==> src/rtl/ddio_pkg.sv <==
// Shared definitions for the DDIO capture path: state width and one-hot encodings.
package ddio_pkg;

  localparam int unsigned NBR_STATES = 2;
  localparam int unsigned STATE_W    = NBR_STATES + 1;

  typedef enum logic [STATE_W-1:0] {
    ST_IDLE    = 3'b001,
    ST_CAPTURE = 3'b010,
    ST_DONE    = 3'b100
  } state_e;

endpackage

==> src/rtl/ddio_capture_fsm.sv <==
// Next-state and datapath control for the DDIO capture path. The state
// register itself lives outside this block: state_next goes out, state_reg
// comes back. One fixed-length burst of packed h/l words is written to the
// capture buffer per start request.
module ddio_capture_fsm
  import ddio_pkg::*;
#(
  parameter int unsigned NBR_STATES = ddio_pkg::NBR_STATES,
  parameter int unsigned BURST_LEN  = 256,
  parameter int unsigned ADDR_W     = 8,
  parameter int unsigned DATA_W     = 16,
  parameter int unsigned HOLDOFF    = 4
) (
  input  logic                  clk,
  input  logic                  rst,
  input  logic                  start,
  input  logic [NBR_STATES:0]   state_reg,
  input  logic [DATA_W/2-1:0]   ddio_h,
  input  logic [DATA_W/2-1:0]   ddio_l,
  input  logic                  ddio_valid,
  output logic [NBR_STATES:0]   state_next,
  output logic                  wr_en,
  output logic [ADDR_W-1:0]     wr_addr,
  output logic [DATA_W-1:0]     wr_data,
  output logic                  busy,
  output logic                  done,
  output logic                  start_missed
);

  // cnt carries one extra bit so a burst of 2^ADDR_W words reaches its
  // final compare without wrapping.
  localparam int unsigned     HCNT_W    = $clog2(HOLDOFF) + 1;
  localparam logic [ADDR_W:0] CNT_LAST  = (ADDR_W+1)'(BURST_LEN - 1);
  localparam logic [HCNT_W-1:0] HCNT_LAST = HCNT_W'(HOLDOFF - 1);

  logic [NBR_STATES:0] state_d;
  logic [ADDR_W:0]     cnt_d, cnt_q;
  logic [HCNT_W-1:0]   hcnt_d, hcnt_q;
  logic                wr_en_d, wr_en_q;
  logic [ADDR_W-1:0]   wr_addr_d, wr_addr_q;
  logic [DATA_W-1:0]   wr_data_d, wr_data_q;
  logic                done_d, done_q;
  logic                start_missed_d, start_missed_q;

  // Next-state decode plus next values for counters and write-port registers.
  always_comb begin
    state_d        = ST_IDLE;
    cnt_d          = cnt_q;
    hcnt_d         = hcnt_q;
    wr_en_d        = 1'b0;
    wr_addr_d      = wr_addr_q;
    wr_data_d      = wr_data_q;
    done_d         = 1'b0;
    start_missed_d = start_missed_q;
    case (state_reg)
      ST_IDLE: begin
        cnt_d   = '0;
        hcnt_d  = '0;
        state_d = start ? ST_CAPTURE : ST_IDLE;
      end
      ST_CAPTURE: begin
        state_d = ST_CAPTURE;
        if (start) start_missed_d = 1'b1;
        if (ddio_valid) begin
          wr_en_d   = 1'b1;
          wr_addr_d = cnt_q[ADDR_W-1:0];
          wr_data_d = {ddio_h, ddio_l};
          cnt_d     = cnt_q + (ADDR_W+1)'(1);
          if (cnt_q == CNT_LAST) begin
            state_d = ST_DONE;
            done_d  = 1'b1;
          end
        end
      end
      ST_DONE: begin
        if (start) start_missed_d = 1'b1;
        hcnt_d  = hcnt_q + HCNT_W'(1);
        state_d = (hcnt_q == HCNT_LAST) ? ST_IDLE : ST_DONE;
      end
      default: state_d = ST_IDLE;
    endcase
    if (rst) state_d = ST_IDLE;
  end

  // Counter and output registers with synchronous reset.
  always_ff @(posedge clk) begin
    if (rst) begin
      cnt_q          <= '0;
      hcnt_q         <= '0;
      wr_en_q        <= 1'b0;
      wr_addr_q      <= '0;
      wr_data_q      <= '0;
      done_q         <= 1'b0;
      start_missed_q <= 1'b0;
    end else begin
      cnt_q          <= cnt_d;
      hcnt_q         <= hcnt_d;
      wr_en_q        <= wr_en_d;
      wr_addr_q      <= wr_addr_d;
      wr_data_q      <= wr_data_d;
      done_q         <= done_d;
      start_missed_q <= start_missed_d;
    end
  end

  assign state_next   = state_d;
  assign busy         = (state_reg != ST_IDLE);
  assign wr_en        = wr_en_q;
  assign wr_addr      = wr_addr_q;
  assign wr_data      = wr_data_q;
  assign done         = done_q;
  assign start_missed = start_missed_q;

endmodule
==> config.mk <==
export PLATFORM = sky130hd
export DESIGN_NAME = ddio_capture_fsm
export DESIGN_NICKNAME = d
export VERILOG_FILES = /design/src/rtl/ddio_pkg.sv /design/src/rtl/ddio_capture_fsm.sv
export SDC_FILE = /design/constraint.sdc
export NUM_CORES = 1
export LEC_CHECK = 0
export BUFFER_PORTS_ARGS = -buffer_cell sky130_fd_sc_hd__buf_4
export CORE_MARGIN = 1
export CORE_UTILIZATION = 54
export DETAILED_ROUTE_END_ITERATION = 12
export PLACE_DENSITY_LB_ADDON = 0.3
export SETUP_SLACK_MARGIN = 0.5
export SLEW_MARGIN = 10
export SYNTH_ARGS = -nofsm -noshare
export SYNTH_HDL_FRONTEND = slang
export SYNTH_SLANG_ARGS = --single-unit
==> constraint.sdc <==
create_clock -name clk -period 2.54 [get_ports clk]
set_clock_uncertainty 0.15 [all_clocks]
set_input_delay 0.508 -clock clk [delete_from_list [all_inputs] [get_ports clk]]
set_output_delay 0.508 -clock clk [all_outputs]
set_load 0.1 [all_outputs]
[Word-level counts from Yosys, hierarchy flattened]
Cells that the tools add are included.
Storage, ports and cells
  memory bits (writable): 0
  latch bits: 0
  register bits after elaboration: 39
  output and inout port bits: 31
  memory bits (read-only): 0
  word-level logic and storage cells: 37
  bits of input ports: 23
  memories kept: 0
Operators by class
  magnitude comparators: 0
  divide/modulo/power cells: 0
  shift operators: 0
  multiplexer cells: 11
  $add $sub $neg: 2
  multipliers: 0
  reduce and logical (&&, ||, !) cells: 8
  bitwise gates (word level): 2
  eq/ne operators: 7
Operator list (number)
  $pmux W9 S2: 1
  $mux W3: 4
  $add A9 B1 Y9 const B: 1
  $eq A9 B8 Y1 const B: 1
  $mux W9: 1
  $pmux W3 S3: 1
  $eq A3 B2 Y1 const B: 2
  $pmux W3 S2: 1
  $reduce_and A2 Y1: 3
  $reduce_bool A2 Y1: 2
  $reduce_or A2 Y1: 2
  $add A3 B1 Y3 const B: 1
  $eq A3 B1 Y1 const B: 1
  $eq A3 B3 Y1 const B: 1
  $ne A3 B1 Y1 const B: 1
  $reduce_or A3 Y1: 1
  $mux W1: 2
  $mux W2: 1
  $ne A2 B2 Y1 const B: 1
  $not A1 Y1: 2

[Longest topological paths before layout]
Gate-level depths: netlist (run 1).
  word-level depth: 5
  depth in mapped cells: 7
  mapped depth without buffers: 7

[Worst setup path before layout (run 1)]
No wires, ideal clock.
  path kind: register to output
  start: register cnt_q[0]
  end: output port state_next[2]
  data arrival time: 3.230 ns
  data required time: 1.882 ns
  cell stages (with the launch flop): 8
  setup slack: -1.348 ns
  cells stage by stage: dfxtp_1 -> ha_1 -> inv_1 -> nor3_1 -> ha_1 -> and4b_1 -> a21oi_1 -> nor3_1
On the way
  longest elaborated chain between the ends: 5
RTL lines
  start, declared: line ddio_capture_fsm.sv:37  | logic [ADDR_W:0] cnt_d, cnt_q;
  start signal, assigned: line ddio_capture_fsm.sv:96  | cnt_q <= cnt_d;
  $eq A9 B8 Y1: line ddio_capture_fsm.sv:69  | if (cnt_q == CNT_LAST) begin
  $mux W3: line ddio_capture_fsm.sv:69
  $mux W3: line ddio_capture_fsm.sv:64  | if (ddio_valid) begin
  $pmux W3 S3: line ddio_capture_fsm.sv:55  | case (state_reg)
  $mux W3: line ddio_capture_fsm.sv:82  | if (rst) state_d = ST_IDLE;
  end, declared: line ddio_capture_fsm.sv:21  | output logic [NBR_STATES:0] state_next,
No other way between the ends.

[Worst setup path after layout (run 1)]
  start: register cnt_q[7]
  end: output port state_next[2]
Same word-level chain as after synthesis.

==> results.toml, run 1 <==
[final_layout]
fraction_of_layout_instances_using_a_drive_strength_above_1_pct = 37.2
multi_input_area_um2 = 965
finalNonFillerCells = 318
n_antenna_cell = 0
sequential_standard_cell_area_um2 = 806
synthToLayoutAreaGrowth_pct = 40.3
final_nets = 300
final_std_cell_area_no_fill_mm2 = 0.00246
final.fill_count = 220

[setup_path]
worstPathRequired_ps = 1880
critical_path.max_fanout = 4
logic_depth_of_the_worst_register_to_register_path = 4
endpoint_kind = "output pin"
path_cells = "nand2_1, nor3_4, ha_2, and4b_1, a21oi_2, nor3_4, buf_12"
timing.critical_path.arrival_ps = 1870
cp_common_cell = "sky130_fd_sc_hd__nor3_4"
startpoint_type = "register"
crit_path_top_delay_cell = "sky130_fd_sc_hd__dfxtp_1"
largest_stage_delay_worst_path_ps = 380
criticalPathCategory = "reg -> out"

[placed_design]
place_congestion = 0.805
place.detailed.hpwl_um = 2690
cell_total_after_placement = 300
placement.io_buffers = 53
placed_cell_area_mm2 = 0.00226

[cts]
cts_tree = "built"
tritoncts.num_buffers = 5
cts_hold_repair.buffers = 0
clk_pin_slew_worst_paths_ps = 120
numClockSinks = 39
clock_insertion_delay_worst_skew_ps = 340
htreeDepth = 2
ctsRootBufferMaster = "sky130_fd_sc_hd__clkbuf_4"
cts_max_path_buffers = 2

[route]
routed_wirelength_um = 4160
route.detailed.wl_per_inst_um = 13.1
initial_drc_count = 45
number_of_drc_violations_after_detailed_routing = 0
route.vias.total = 1653
post_drt_via_cell_ratio = 5.20
drt-pass1-iter-count = 4
route.antenna.remaining_nets = 0

[grt]
vias_in_the_first_global_route = 1545
global_route.usage.total_pct = 25.4
globalRoute.totalOverflow = 0
wire_length_of_the_first_global_routing_pass_um = 6730
grt_max_degree = 29
grt_antenna_before_repair = 0

[yosys]
postSynthRegisterBits = 39
synth-async-reset-ratio_pct = 0
synth.distinct_cells = 38
yosysSeqAreaShare_pct = 44.5
count_of_flip_flops_with_a_built_in_enable_after_synthesis = 0
synth.cell_area_mm2 = 0.00175
ys.flop_type = "sky130_fd_sc_hd__dfxtp_1"
synth-warning-count = 0
average_footprint_of_a_synthesized_cell_um2 = 8.31
synth_instances = 211
mappedNetlistNets = 238

[timing]
finalCritPeriodShare_pct = 99.5
final.min_clock_period_ps = 2530
timing.max_slew.rel_slack_pct = 69.3
rsz0062_at_grt = "yes"
max_freq_mhz = 396
tightestPinTransition_ps = 458
hold_fails_final_rpt = 0
setup_viol_count_final = 0
timing.final.max_slew_violations = 0

[worst_hold_path]
hold_path_depth = 3
worstHoldPathType = "in -> reg"

[floorplan]
die_area_mm2 = 0.00348
io_pins = 54
initial_core_util_pct = 57.0
die_width_um = 59.0
core_area_mm2 = 0.00308
fp.dieH_um = 59.0
num_rows = 20

[pwr]
total_power_mw = 1.11
power-per-cell-area_mw_per_mm2 = 453
total_leakage_power_nw = 0.988
vdd_drop_max_v = 0.000322

[run]
max-cap-violations = 0

[outcome]
status = "finished clean"
==> layer usage <==
metal,GRT usage [%],wire length (µm)
met1,31.2,1790
met2,43.0,2150
met3,5.68,150
met4,10.2,63
met5,0,0
==> synth_stat cells, drive strengths merged, types with 2 or more instances <==
| library cell | instances | area share (%) |
|---|---|---|
| nor2b | 2 | 0.71 |
| nand3b | 6 | 2.8 |
| a211oi | 3 | 1.3 |
| buf | 8 | 2.7 |
| clkbuf | 6 | 1.3 |
| a21oi | 34 | 9.9 |
| ha | 4 | 2.9 |
| nand2b | 4 | 1.4 |
| nor2 | 3 | 0.64 |
| or3b | 5 | 2.5 |
| o21ai | 4 | 1.1 |
| inv | 6 | 1.3 |
| nand2 | 54 | 12 |
| mux2i | 4 | 2.3 |
| and2 | 4 | 1.4 |
| dfxtp | 39 | 45 |
| nand3 | 6 | 1.7 |
| nor3 | 5 | 1.4 |
==> stage by stage <==
step | hold WS [ps] | setup WS, ps | setup TNS, ps | utilization [%]
global route | 223 | -62.6 | -121 | 79.9
floorplan | 296 | -14.0 | -14.0 | -
detailed placement | 297 | 258 | 0 | 73.6
global placement | 293 | 279 | 0 | 73.6
finish | 252 | 11.7 | 0 | 79.9
CTS | 250 | 31.3 | 0 | 78.6
==> critical path, delay by kind of cell, from the launching register on <==
family          cells  cell delay, ps
simple gates        4             700
flops               1             380
compound gates      1              50
buf+inv             1             200
fa+ha+maj           1             210
==> layout by cell type, fill, tap and decap left out, types with 3 or more instances in the layout <==
master and instances:
sky130_fd_sc_hd__a211oi_1 3, sky130_fd_sc_hd__clkbuf_4 5, sky130_fd_sc_hd__a21oi_1 32, sky130_fd_sc_hd__buf_4 66, sky130_fd_sc_hd__buf_12 3, sky130_fd_sc_hd__o21ai_0 4
sky130_fd_sc_hd__nor3_4 3, sky130_fd_sc_hd__dfxtp_1 31, sky130_fd_sc_hd__inv_1 5, sky130_fd_sc_hd__nand3_1 6, sky130_fd_sc_hd__nand2b_1 4, sky130_fd_sc_hd__dfxtp_4 6
sky130_fd_sc_hd__nand3b_1 5, sky130_fd_sc_hd__nand2_1 53, sky130_fd_sc_hd__or3b_1 5, sky130_fd_sc_hd__mux2i_1 4
==> final timing paths <==
kind | start | to | slack (ps)
worst max-delay path | cnt_q[7] | state_next[2] | 10
worst min-delay path | ddio_h[7] | wr_data[15] | 250
worst max register to register | cnt_q[4] | cnt_q[6] | 1020
worst min register to register | wr_addr[7] | wr_addr[7] | 310
==> state kept, by name, indices dropped and copies added (netlist names) <==
name,count
wr_data,16
cnt_q,9
wr_addr,8
hcnt_q,3
done,1
start_missed,1
wr_en,1
==> layout make-up <==
cell class,count,share of cell area [%]
clock inverter,2,0.458
clock buffer,6,1.68
sequential,39,32.8
inverter,6,1.02
timing repair buffer,69,22.6
multi-input combinational,152,39.2
tap,44,2.24
==> logic make-up (layout without fill, tap and decap cells) <==
logic type	count (synthesis)	after routing	synth area share, %
flip-flops	39	39	44.5
adder cells (fa/ha/maj)	4	4	2.86
buffers and inverters	20	83	5.28
AO/OA/AOI/OAI	47	47	16.0
AND/OR/NAND/NOR	96	96	28.6
XOR/XNOR	1	1	0.500
multiplexers	4	4	2.28
==> repair_timing <==
action                                  in CTS  in global routing
endpoints found under the setup margin       3                  3
gates resized for setup                     13                  7
pin swaps                                    4                  3
buffers inserted                             8                  2
==> where the power goes <==
group | internal (mW) | total, mW | leakage, nW | switching (mW)
registers | 0.614 | 0.618 | 0.321 | 0.00466
clock network | 0.108 | 0.302 | 0.0326 | 0.194
logic | 0.0664 | 0.193 | 0.635 | 0.127
total | 0.788 | 1.11 | 0.988 | 0.325
(Power assumes the default switching activity.)
==> inputs of run 2 (changes only) <==
- CELL_PAD_IN_SITES_DETAIL_PLACEMENT: default -> 1
- CELL_PAD_IN_SITES_GLOBAL_PLACEMENT: default -> 1
- CORE_UTILIZATION: 54 -> 39
==> results.toml, run 2 (synthesis results as in run 1) <==
[route]
post_drt_via_cell_ratio = 5.28
routed_wirelength_um = 4910
route.antenna.remaining_nets = 0
route.vias.total = 1707
number_of_drc_violations_after_detailed_routing = 0
route.detailed.wl_per_inst_um = 15.2
drt-pass1-iter-count = 4
initial_drc_count = 85

[timing]
layout_setup_ws_ps = 69.6
rsz0062_at_grt = "yes"
finalCritPeriodShare_pct = 97.3
hold_fails_final_rpt = 0
tightestPinTransition_ps = 397
max_freq_mhz = 405
timing.max_slew.rel_slack_pct = 73.4
timing.final.max_slew_violations = 0
final.min_clock_period_ps = 2470
setup_viol_count_final = 0

[pwr]
p_clk_share_pct = 34.1
power.combinational.fraction_pct = 16.0
total_leakage_power_nw = 0.981
p_sw_share_pct = 29.6
vdd_drop_max_v = 0.000269
power-per-cell-area_mw_per_mm2 = 502
power.share.sequential_pct = 49.9
power.net_switching_mw = 0.368
internal_power_mw = 0.875
total_power_mw = 1.24

[placed_design]
place_congestion = 0.756
place_ws_ps = 244
place.detailed.hpwl_um = 3210
placement.io_buffers = 53

[final_layout]
final_nets = 297
layout.cells.most_common_list = "sky130_fd_sc_hd__buf_4 (63), sky130_fd_sc_hd__nand2_1 (53), sky130_fd_sc_hd__a21oi_1 (32)"
largest_register_ffs = 16
fraction_of_layout_instances_using_a_drive_strength_above_1_pct = 36.5
final_core_utilization_pct = 57.2
synthToLayoutAreaGrowth_pct = 41.1
final.fill_count = 541
most_frequent_standard_cell_in_the_layout_excluding_fill_and_tap_cells = "sky130_fd_sc_hd__buf_4"
n_antenna_cell = 0

[setup_path]
cp_common_cell = "sky130_fd_sc_hd__nor3_4"
startpoint_type = "register"
criticalPathCategory = "reg -> out"
critPathBufInv = 2
largest_stage_delay_worst_path_ps = 370
critical_path.max_fanout = 2
endpoint_kind = "output pin"
path_cells = "ha_4, inv_4, nor3_4, ha_2, and4b_1, a21oi_2, nor3_4, buf_12"
worstPathRequired_ps = 1880
timing.critical_path.arrival_ps = 1810
crit_path_top_delay_cell = "sky130_fd_sc_hd__dfxtp_4"
cpLargestDelayFamily = "simple AND/OR/NAND/NOR gates"

[grt]
wire_length_of_the_first_global_routing_pass_um = 8020
grt_antenna_before_repair = 0
grt_max_degree = 25
vias_in_the_first_global_route = 1676
globalRoute.totalOverflow = 0
global_route.usage.total_pct = 21.3

[floorplan]
die_area_mm2 = 0.00477
io_pins = 54
initial_core_util_pct = 40.5
die_width_um = 69.0
fp.dieH_um = 69.0
num_rows = 24
core_area_mm2 = 0.00432

[cts]
cts_max_path_buffers = 2
tritoncts.num_buffers = 5
cts_hold_repair.buffers = 0
cts_tree = "built"
htreeDepth = 2
numClockSinks = 39
clock_insertion_delay_worst_skew_ps = 300
clk_pin_slew_worst_paths_ps = 80
ctsRootBufferMaster = "sky130_fd_sc_hd__clkbuf_8"

[worst_hold_path]
worstHoldPathType = "in -> reg"

[run]
max-cap-violations = 0

[outcome]
status = "finished clean"
run 2: area by class of cell:
cell class | count | area, µm² | area share, %
inverters | 6 | 25.0 | 1.01
clock inverters | 2 | 12.5 | 0.506
clock buffers | 6 | 72.6 | 2.93
well taps | 52 | 65.1 | 2.63
flip-flops and latches | 39 | 801 | 32.4
repair buffers | 66 | 533 | 21.5
multi-input cells | 152 | 965 | 39.0
run 2: final timing paths:
check,end,startpoint,slack (ps),cells after the start
max reg2reg,cnt_q[6],cnt_q[0],970,5
min reg2reg,wr_data[9],wr_data[9],310,2
max,state_next[2],cnt_q[0],70,8
min,wr_data[12],ddio_h[4],290,3
run 2: power groups by stage:
stage	combinational, mW	clock [mW]	sequential (mW)
after floorplan	0.0827	0	0.684
after global placement	0.184	0	0.636
after detailed placement	0.187	0	0.637
after CTS	0.197	0.434	0.620
after global routing	0.210	0.453	0.621
final	0.199	0.424	0.620
run 2: timing repair:
| item | in CTS | in global routing |
|---|---|---|
| gates resized for setup | 15 | 4 |
| pin swaps | 5 | 3 |
| setup endpoints to repair | 3 | 3 |
| buffers inserted | 6 | 1 |
| cloned | 0 | 0 |
run 2: stage by stage:
stage	instances	setup TNS, ps	cell area, µm²	hold WS, ps
after floorplan	211	-14.0	1850	296
after global placement	308	0	2270	293
after detailed placement	308	0	2270	299
after CTS	322	0	2450	290
after global routing	323	-22.2	2470	298
final	323	0	2470	294
run 2: layer usage:
| metal | track usage, % | share of wire [%] |
|---|---|---|
| met1 | 26.2 | 44 |
| met2 | 35.5 | 51 |
| met3 | 4.97 | 3.5 |
| met4 | 8.84 | 2.0 |
| met5 | 0 | 0 |
run 2: worst min-delay path, stage by stage:
cell and delay (ps):
sky130_fd_sc_hd__buf_4 110, sky130_fd_sc_hd__nand2_1 40, sky130_fd_sc_hd__a21oi_1 50
